File: src/rtl/b128to32_ser_pkg.sv
// Shared widths and the word-select helper for the 128/32 serializer and its gatherer.
// Word 0 is the most significant word of a block.
package b128to32_ser_pkg;

  localparam int WORD_W  = 32;
  localparam int NWORDS  = 4;
  localparam int IDX_W   = $clog2(NWORDS);
  localparam int BLOCK_W = WORD_W * NWORDS;

  localparam logic [IDX_W-1:0] LAST_IDX = IDX_W'(NWORDS - 1);

  function automatic logic [WORD_W-1:0] word(input logic [BLOCK_W-1:0] blk,
                                             input logic [IDX_W-1:0]   k);
    return blk[BLOCK_W - 1 - WORD_W * int'(k) -: WORD_W];
  endfunction

endpackage

File: src/rtl/b128_hold_buf.sv
// Single-entry holding register for one pending block.
// A push always wins over a pop. The core never asks for both in one cycle.
module b128_hold_buf
  import b128to32_ser_pkg::*;
(
  input  logic               clock,
  input  logic               reset,
  input  logic               i_push,
  input  logic               i_pop,
  input  logic [BLOCK_W-1:0] i_data,
  output logic               o_valid,
  output logic [BLOCK_W-1:0] o_data
);

  logic               r_valid;
  logic [BLOCK_W-1:0] r_data;

  always_ff @(posedge clock) begin
    if (reset) begin
      r_valid <= 1'b0;
      r_data  <= '0;
    end else if (i_push) begin
      r_valid <= 1'b1;
      r_data  <= i_data;
    end else if (i_pop) begin
      r_valid <= 1'b0;
    end
  end

  assign o_valid = r_valid;
  assign o_data  = r_data;

endmodule

File: src/rtl/b128to32_ser.sv
// Serializes each 128-bit block into four 32-bit words, most significant word first.
// A one-block holding buffer lets blocks stream back to back with no bubble.
//
// Handshake: a transfer happens on a rising edge where valid and ready are both high.
// A producer holding valid must keep its data steady until that edge.
// in_ready is computed from registers only. The out_* signals are registered and do
// not depend on in_* in the same cycle.
module b128to32_ser
  import b128to32_ser_pkg::*;
(
  input  logic               clock,
  input  logic               reset,
  input  logic               in_valid,
  output logic               in_ready,
  input  logic [BLOCK_W-1:0] dataIn,
  output logic               out_valid,
  input  logic               out_ready,
  output logic [WORD_W-1:0]  dataOut,
  output logic [IDX_W-1:0]   nr,
  output logic               last
);

  logic [BLOCK_W-1:0] r_active;
  logic               r_act_valid;
  logic [IDX_W-1:0]   r_cnt;
  logic [WORD_W-1:0]  r_data_out;

  logic               w_hold_valid;
  logic [BLOCK_W-1:0] w_hold_data;
  logic               w_hold_push;
  logic               w_hold_pop;

  logic               w_in_fire;
  logic               w_out_fire;
  logic               w_drain;

  logic [BLOCK_W-1:0] w_next_active;
  logic               w_next_act_valid;
  logic [IDX_W-1:0]   w_next_cnt;

  assign in_ready   = !w_hold_valid && !reset;
  assign w_in_fire  = in_valid && in_ready;
  assign w_out_fire = r_act_valid && out_ready;
  assign w_drain    = w_out_fire && (r_cnt == LAST_IDX);

  always_comb begin
    w_next_active    = r_active;
    w_next_act_valid = r_act_valid;
    w_next_cnt       = r_cnt;
    w_hold_push      = 1'b0;
    w_hold_pop       = 1'b0;

    if (!r_act_valid) begin
      if (w_in_fire) begin
        w_next_active    = dataIn;
        w_next_act_valid = 1'b1;
        w_next_cnt       = '0;
      end
    end else if (w_drain) begin
      w_next_cnt = '0;
      if (w_hold_valid) begin
        w_next_active = w_hold_data;
        w_hold_pop    = 1'b1;
      end else if (w_in_fire) begin
        w_next_active = dataIn;
      end else begin
        w_next_act_valid = 1'b0;
      end
    end else begin
      if (w_out_fire) begin
        w_next_cnt = r_cnt + IDX_W'(1);
      end
      // A block that arrives mid-drain waits in hold. The active block is not disturbed.
      if (w_in_fire) begin
        w_hold_push = 1'b1;
      end
    end
  end

  always_ff @(posedge clock) begin
    if (reset) begin
      r_active    <= '0;
      r_act_valid <= 1'b0;
      r_cnt       <= '0;
      r_data_out  <= '0;
    end else begin
      r_active    <= w_next_active;
      r_act_valid <= w_next_act_valid;
      r_cnt       <= w_next_cnt;
      // The output word is registered, so it keeps its last value once the core goes idle.
      if (w_next_act_valid) begin
        r_data_out <= word(w_next_active, w_next_cnt);
      end
    end
  end

  b128_hold_buf u_hold (
    .clock   (clock),
    .reset   (reset),
    .i_push  (w_hold_push),
    .i_pop   (w_hold_pop),
    .i_data  (dataIn),
    .o_valid (w_hold_valid),
    .o_data  (w_hold_data)
  );

  assign out_valid = r_act_valid;
  assign dataOut   = r_data_out;
  assign nr        = r_cnt;
  assign last      = r_act_valid && (r_cnt == LAST_IDX);

endmodule

File: config.mk
export PLATFORM = sky130hd
export DESIGN_NAME = b128to32_ser
export DESIGN_NICKNAME = d
export VERILOG_FILES = /design/src/rtl/b128to32_ser_pkg.sv /design/src/rtl/b128_hold_buf.sv /design/src/rtl/b128to32_ser.sv
export SDC_FILE = /design/constraint.sdc
export NUM_CORES = 1
export LEC_CHECK = 0
export BUFFER_PORTS_ARGS = -buffer_cell sky130_fd_sc_hd__buf_2
export CAP_MARGIN = 15
export CORE_MARGIN = 10
export CORE_UTILIZATION = 41
export CTS_CLUSTER_DIAMETER = 120
export CTS_CLUSTER_SIZE = 40
export DETAILED_ROUTE_END_ITERATION = 10
export PLACE_DENSITY = 0.72
export SYNTH_ARGS = -nofsm -noshare
export SYNTH_HDL_FRONTEND = slang
export SYNTH_HIERARCHICAL = 1
export SYNTH_SLANG_ARGS = --single-unit
File: constraint.sdc
create_clock -name clock -period 5.4 [get_ports clock]
set_input_delay 1.08 -clock clock [delete_from_list [all_inputs] [get_ports clock]]
set_output_delay 1.08 -clock clock [all_outputs]
set_load 0.01 [all_outputs]
* Yosys cells after proc, flatten, opt, wreduce, memory -nomap -nowiden
Index checks and enable logic that the tools add are counted.
Widths: inputs -> output; s select.
** Storage, ports and cells
- Bits in registers :: 292
- Bits of input ports :: 132
- Output and inout port bits :: 37
- Logic and storage cells :: 37
** Cells by class
- Add/subtract/negate cells :: 2
- Equality and inequality tests :: 1
- Shift operators :: 1
- Mux-type cells :: 19
- Reduce and logical (&&, ||, !) cells :: 8
** Operators with widths (number)
- $mux 128 :: 4
- $shiftx 159x8->32 :: 1
- $mux 1 :: 11
- $mux 2 :: 4
- $sub 7x7->8 const A :: 1
- $logic_and 1x1->1 :: 5
- $add 2x1->2 const B :: 1
- $eq 2x2->1 const B :: 1
- $logic_not 1->1 :: 2
- $reduce_bool 2->1 :: 1

* Longest topological paths before layout
- Depth after elaboration :: 8
- Gate-level depth with buffers :: 11
- Gate-level depth less buffers :: 6

* By module
The synthesis kept the hierarchy.
** By module, submodules not included
- b128to32_ser :: instances 1, cells each 1051, area an instance 9037.4 µm², seq. area each 3263.1 µm²
- b128_hold_buf :: instances 1, cells each 417, area an instance 4675.7 µm², seq. area each 2582.5 µm²

* Least setup slack after synthesis
No wires, ideal clock.
- Path type :: input port to output port
- Start point :: in reset
- End point :: out in_ready
- Arrival time :: 2090 ps
- Data required time :: 4320 ps
- Setup slack :: 2230 ps
- Stages :: 5
- Buffers on the path :: 4
- Cells stage by stage :: buf_2 buf_2 clkbuf_1 buf_1 nor2_1
** Between the ends
- Longest elaborated chain between the ends :: 2
** Ends and longest elaborated chain
- start: declaration :: line b128to32_ser.sv:12 : input logic reset,
- $logic_not 1->1 :: line b128to32_ser.sv:41 : assign in_ready = !w_hold_valid && !reset;
- $logic_and 1x1->1 :: line b128to32_ser.sv:41
- end: declaration :: line b128to32_ser.sv:14 : output logic in_ready,
No other way between the ends.

* Worst setup path after layout
Same ends and word-level chain as after synthesis.

==> qor_table.md <==
| Parameter | This run | Unit |
|:---|:---|:---|
| Register bit count reported by yosys | 292 | - |
| Fin crit share | 67.4 | % |
| Area of the die | 41200 | sq um |
| Clock transition at the registers of the reported paths | 0.13 | ns |
| Post-synthesis net count | 1601 | - |
| Crit path largest cell delay | 0.91 | ns |
| Sum of negative setup slack | 0 | ns |
| Pin count of the biggest net entering global routing | 103 | - |
| Number of buffers added for setup after CTS | 0 | - |
| Max Clock Freq | 0.275 | GHz |
| Remaining antenna violation count | 0 | - |
| Worst setup slack before clock tree synthesis | 1.48 | ns |
| Final core occ | 45.2 | % |
| Cts repair resizes | 0 | - |
| Unrepaired setup endpoints after global routing | no | - |
| Cell breakdown of the critical path | buf_6, buf_4, nor2_1, buf_2 | - |
| Clock tree from TritonCTS | done | - |
| Wire length of the first global-routing pass | 66.9 | mm |
| Leading area contributor after synthesis | dfxtp_1 | - |
| Synthesized instance count | 1468 | - |
| Hold Path Sink | r_active[124] | - |
| Netlist area before placement | 13700 | sq um |
| Starting utilization of the core area | 41.8 | % |
| Layout cell share with drive strength beyond 1 | 15.8 | % |
| Slew at the pin closest to its max-slew limit | 1.10 | ns |
| Final Hold Fails | 0 | - |
| Number of clock buffers inserted by TritonCTS | 11 | - |
| Max-cap viol count | 0 | - |
| Number of design-rule violations left by the first detailed-router iteration | 1441 | - |
| CTS H-tree lvls | 1 | - |
| Hold WC Path Type | flip-flop to flip-flop | - |
| YS warnings | 6 | - |
| Chip Height | 203 | microns |
| Area overhead of the layout relative to synthesis | 7.98 | % |
| Proportion of synthesized chip area in sequential cells | 42.6 | % |
| Half-perimeter wire length after placement | 29.7 | mm |
| Required arrival time at the worst endpoint | 4.32 | ns |
| Area share of the largest cell type after synthesis | 42.6 | % |
| Hold-fix buffer count after cts | 0 | - |
| Placement Rows | 66 | - |
| Global route total overflow | 0 | - |
| Number of design rule violations left after detail routing | 0 | - |
| R2r endpoint | dataOut[5] | - |
| CORE AREA | 32800 | sq um |
| R2r setup slk | 1.93 | ns |
| Global-route usage over all layers | 20.1 | % |
| Most used flip-flop cell after synthesis | dfxtp_1 | - |
| Area of placed instances | 14500 | sq um |
| Reg2Reg Depth | 6 | - |
| Vias post-DR | 12300 | - |
| Final clock skew | 0.0199 | ns |
| Result of the run | completed | - |
| Reg2reg start | out_valid | - |
| Worst hold path cell count | 2 | - |
| Insertion delay of the later-clocked pin in the worst-skew pair | 0.50 | ns |
| Count of clock tree sinks | 292 | - |
| Highest ir drop seen on vdd | 0.196 | mV |
| Fillers | 3224 | - |
| Kind of critical path | input port to output port | - |
| Final critical delay including setup and external delays | 3.64 | ns |
| Buffer and inverter count on the worst path | 3 | - |
| Main area contributors after synthesis | dfxtp_1 43%, mux2i_1 13%, a221oi_1 8.9% | - |
| Arrival time reported for the critical path endpoint | 2.56 | ns |
| Number of global-route vias before repair | 11500 | - |
| Endpoint type of the worst setup path | output port | - |
| Final instance area | 14800 | sq um |
| Final setup viols | 0 | - |
| Iteration count of the initial detailed-routing pass | 6 | - |
| Weighted congestion reported at the end of routability-driven placement | 0.869 | - |
| Slowest-stage cell, CP | buf_4 | - |
| Leakage Power | 5.40 | nW |
| CP delay by family, top | buffers and inverters | - |
| Nets | 1646 | - |
| Post-detailed-routing wire length | 44.3 | mm |
| Critical Path Source Type | input port | - |
| Startpoint of the worst hold path | r_active[124] | - |
| Peak fanout along the critical path | 101 | - |
| Post-DR wirelength/cell | 22.5 | microns |
| Total power divided by cell area | 287 | nW/um^2 |
| Buffers added on ports | 168 | - |
| Commonest cells after routing, fill and taps aside | 291 x dfxtp_1, 190 x nor2_1, 184 x mux2i_1 | - |
| Horizontal die dimension | 203 | microns |
| Io pins | 169 | - |
| Power after layout | 4.25 | mW |
| Number of antenna violations at the first check in global routing | 11 | - |
| Max_slew headroom | 26.6 | % |
| Synthesized area per cell | 9.34 | sq um |
| Via density per instance | 6.24 | - |
| Number of distinct library cell variants in the gate-level netlist after synthesis | 50 | - |
| CTS root buffer | clkbuf_16 | - |
| Longest Clk Path Bufs | 3 | - |
| Pins Over Slew Limit | 0 | - |
| Share of async-settable or async-resettable flops after synthesis | 0 | % |
| Number of synthesized flops with an enable pin | 0 | - |
| Most common cell after layout, fill and taps aside | dfxtp_1 | - |
| Worst setup slack after layout | 1.76 | ns |
area by class of cell:
type / instances / area, sq um / share of cell area [%]
Tap cell: 442 / 553 / 3.73
Sequential cell: 292 / 5850 / 39.5
Multi-Input combinational cell: 1004 / 6960 / 47.0
Inverter: 10 / 37.5 / 0.253
Clock buffer: 12 / 279 / 1.88
Timing Repair Buffer: 194 / 1070 / 7.26
Clock inverter: 4 / 35.0 / 0.237
Antenna cell: 8 / 20.0 / 0.135
through the flow:
stage	hold slack (ns)	cells
after detailed placement	0.480	1941
after global placement	0.468	1941
after CTS	0.507	1957
final	0.506	1966
after floorplan	0.452	1468
after global routing	0.525	1961
worst min-delay path: stages (launching register included):
cell	delay (ns)
dfxtp_1	0.34
nand2_1	0.06
a31oi_1	0.07
how the worst max path moves through the flow:
stage          slack (ns)  cells after the start  startpoint           to
2_1_floorplan        2.23                      5       reset     in_ready
3_3_place_gp         1.58                      8    in_valid  dataOut[29]
3_5_place_dp         1.48                      8    in_valid  dataOut[29]
4_1_cts              1.76                      4       reset     in_ready
5_1_grt              1.64                      4       reset     in_ready
6_report             1.76                      4       reset     in_ready
cell usage after synthesis, types with 10 or more instances:
| cell type | number |
|---|---|
| buf_2 | 35 |
| nor2_1 | 192 |
| o21ai_0 | 22 |
| clkbuf_1 | 92 |
| inv_1 | 10 |
| nand2_1 | 127 |
| a211oi_1 | 14 |
| o22ai_1 | 116 |
| mux2i_1 | 184 |
| and2_1 | 34 |
| dfxtp_1 | 292 |
| a32oi_1 | 30 |
| a221oi_1 | 140 |
| a32o_1 | 27 |
| nand3_1 | 13 |
| buf_1 | 10 |
| o221ai_1 | 35 |
| buf_12 | 11 |
state kept, by name (all words and copies together) (netlist names):
register,count
dataOut,32
nr,2
out_valid,1
r_active,128
u_hold/o_data,128
u_hold/o_valid,1
kinds of logic (layout without fill, tap and decap cells):
logic type	count (synthesis)	count (layout)	share of synthesized area (%)
other cells	0	8	0
flops	292	292	42.6
mux	184	184	13.4
simple gates	409	409	13.4
buf+inv	172	220	6.96
compound gates	410	410	23.4
fa+ha+maj	1	1	0.0912
metal layers:
metal	up-vias	GRT usage (%)	share of wire, %
met2	509	32.3	46
li1	5657	-	-
met1	6050	26.4	43
met3	49	4.36	8.6
met4	4	5.78	2.7
met5	-	0	0.061
power breakdown:
part           switching (mW)  internal, mW  total, mW
Sequential             0.0897          2.29       2.38
Clock                   0.690         0.390       1.08
Combinational           0.479         0.309      0.788
No activity file was read; power rests on OpenSTA's default activity.
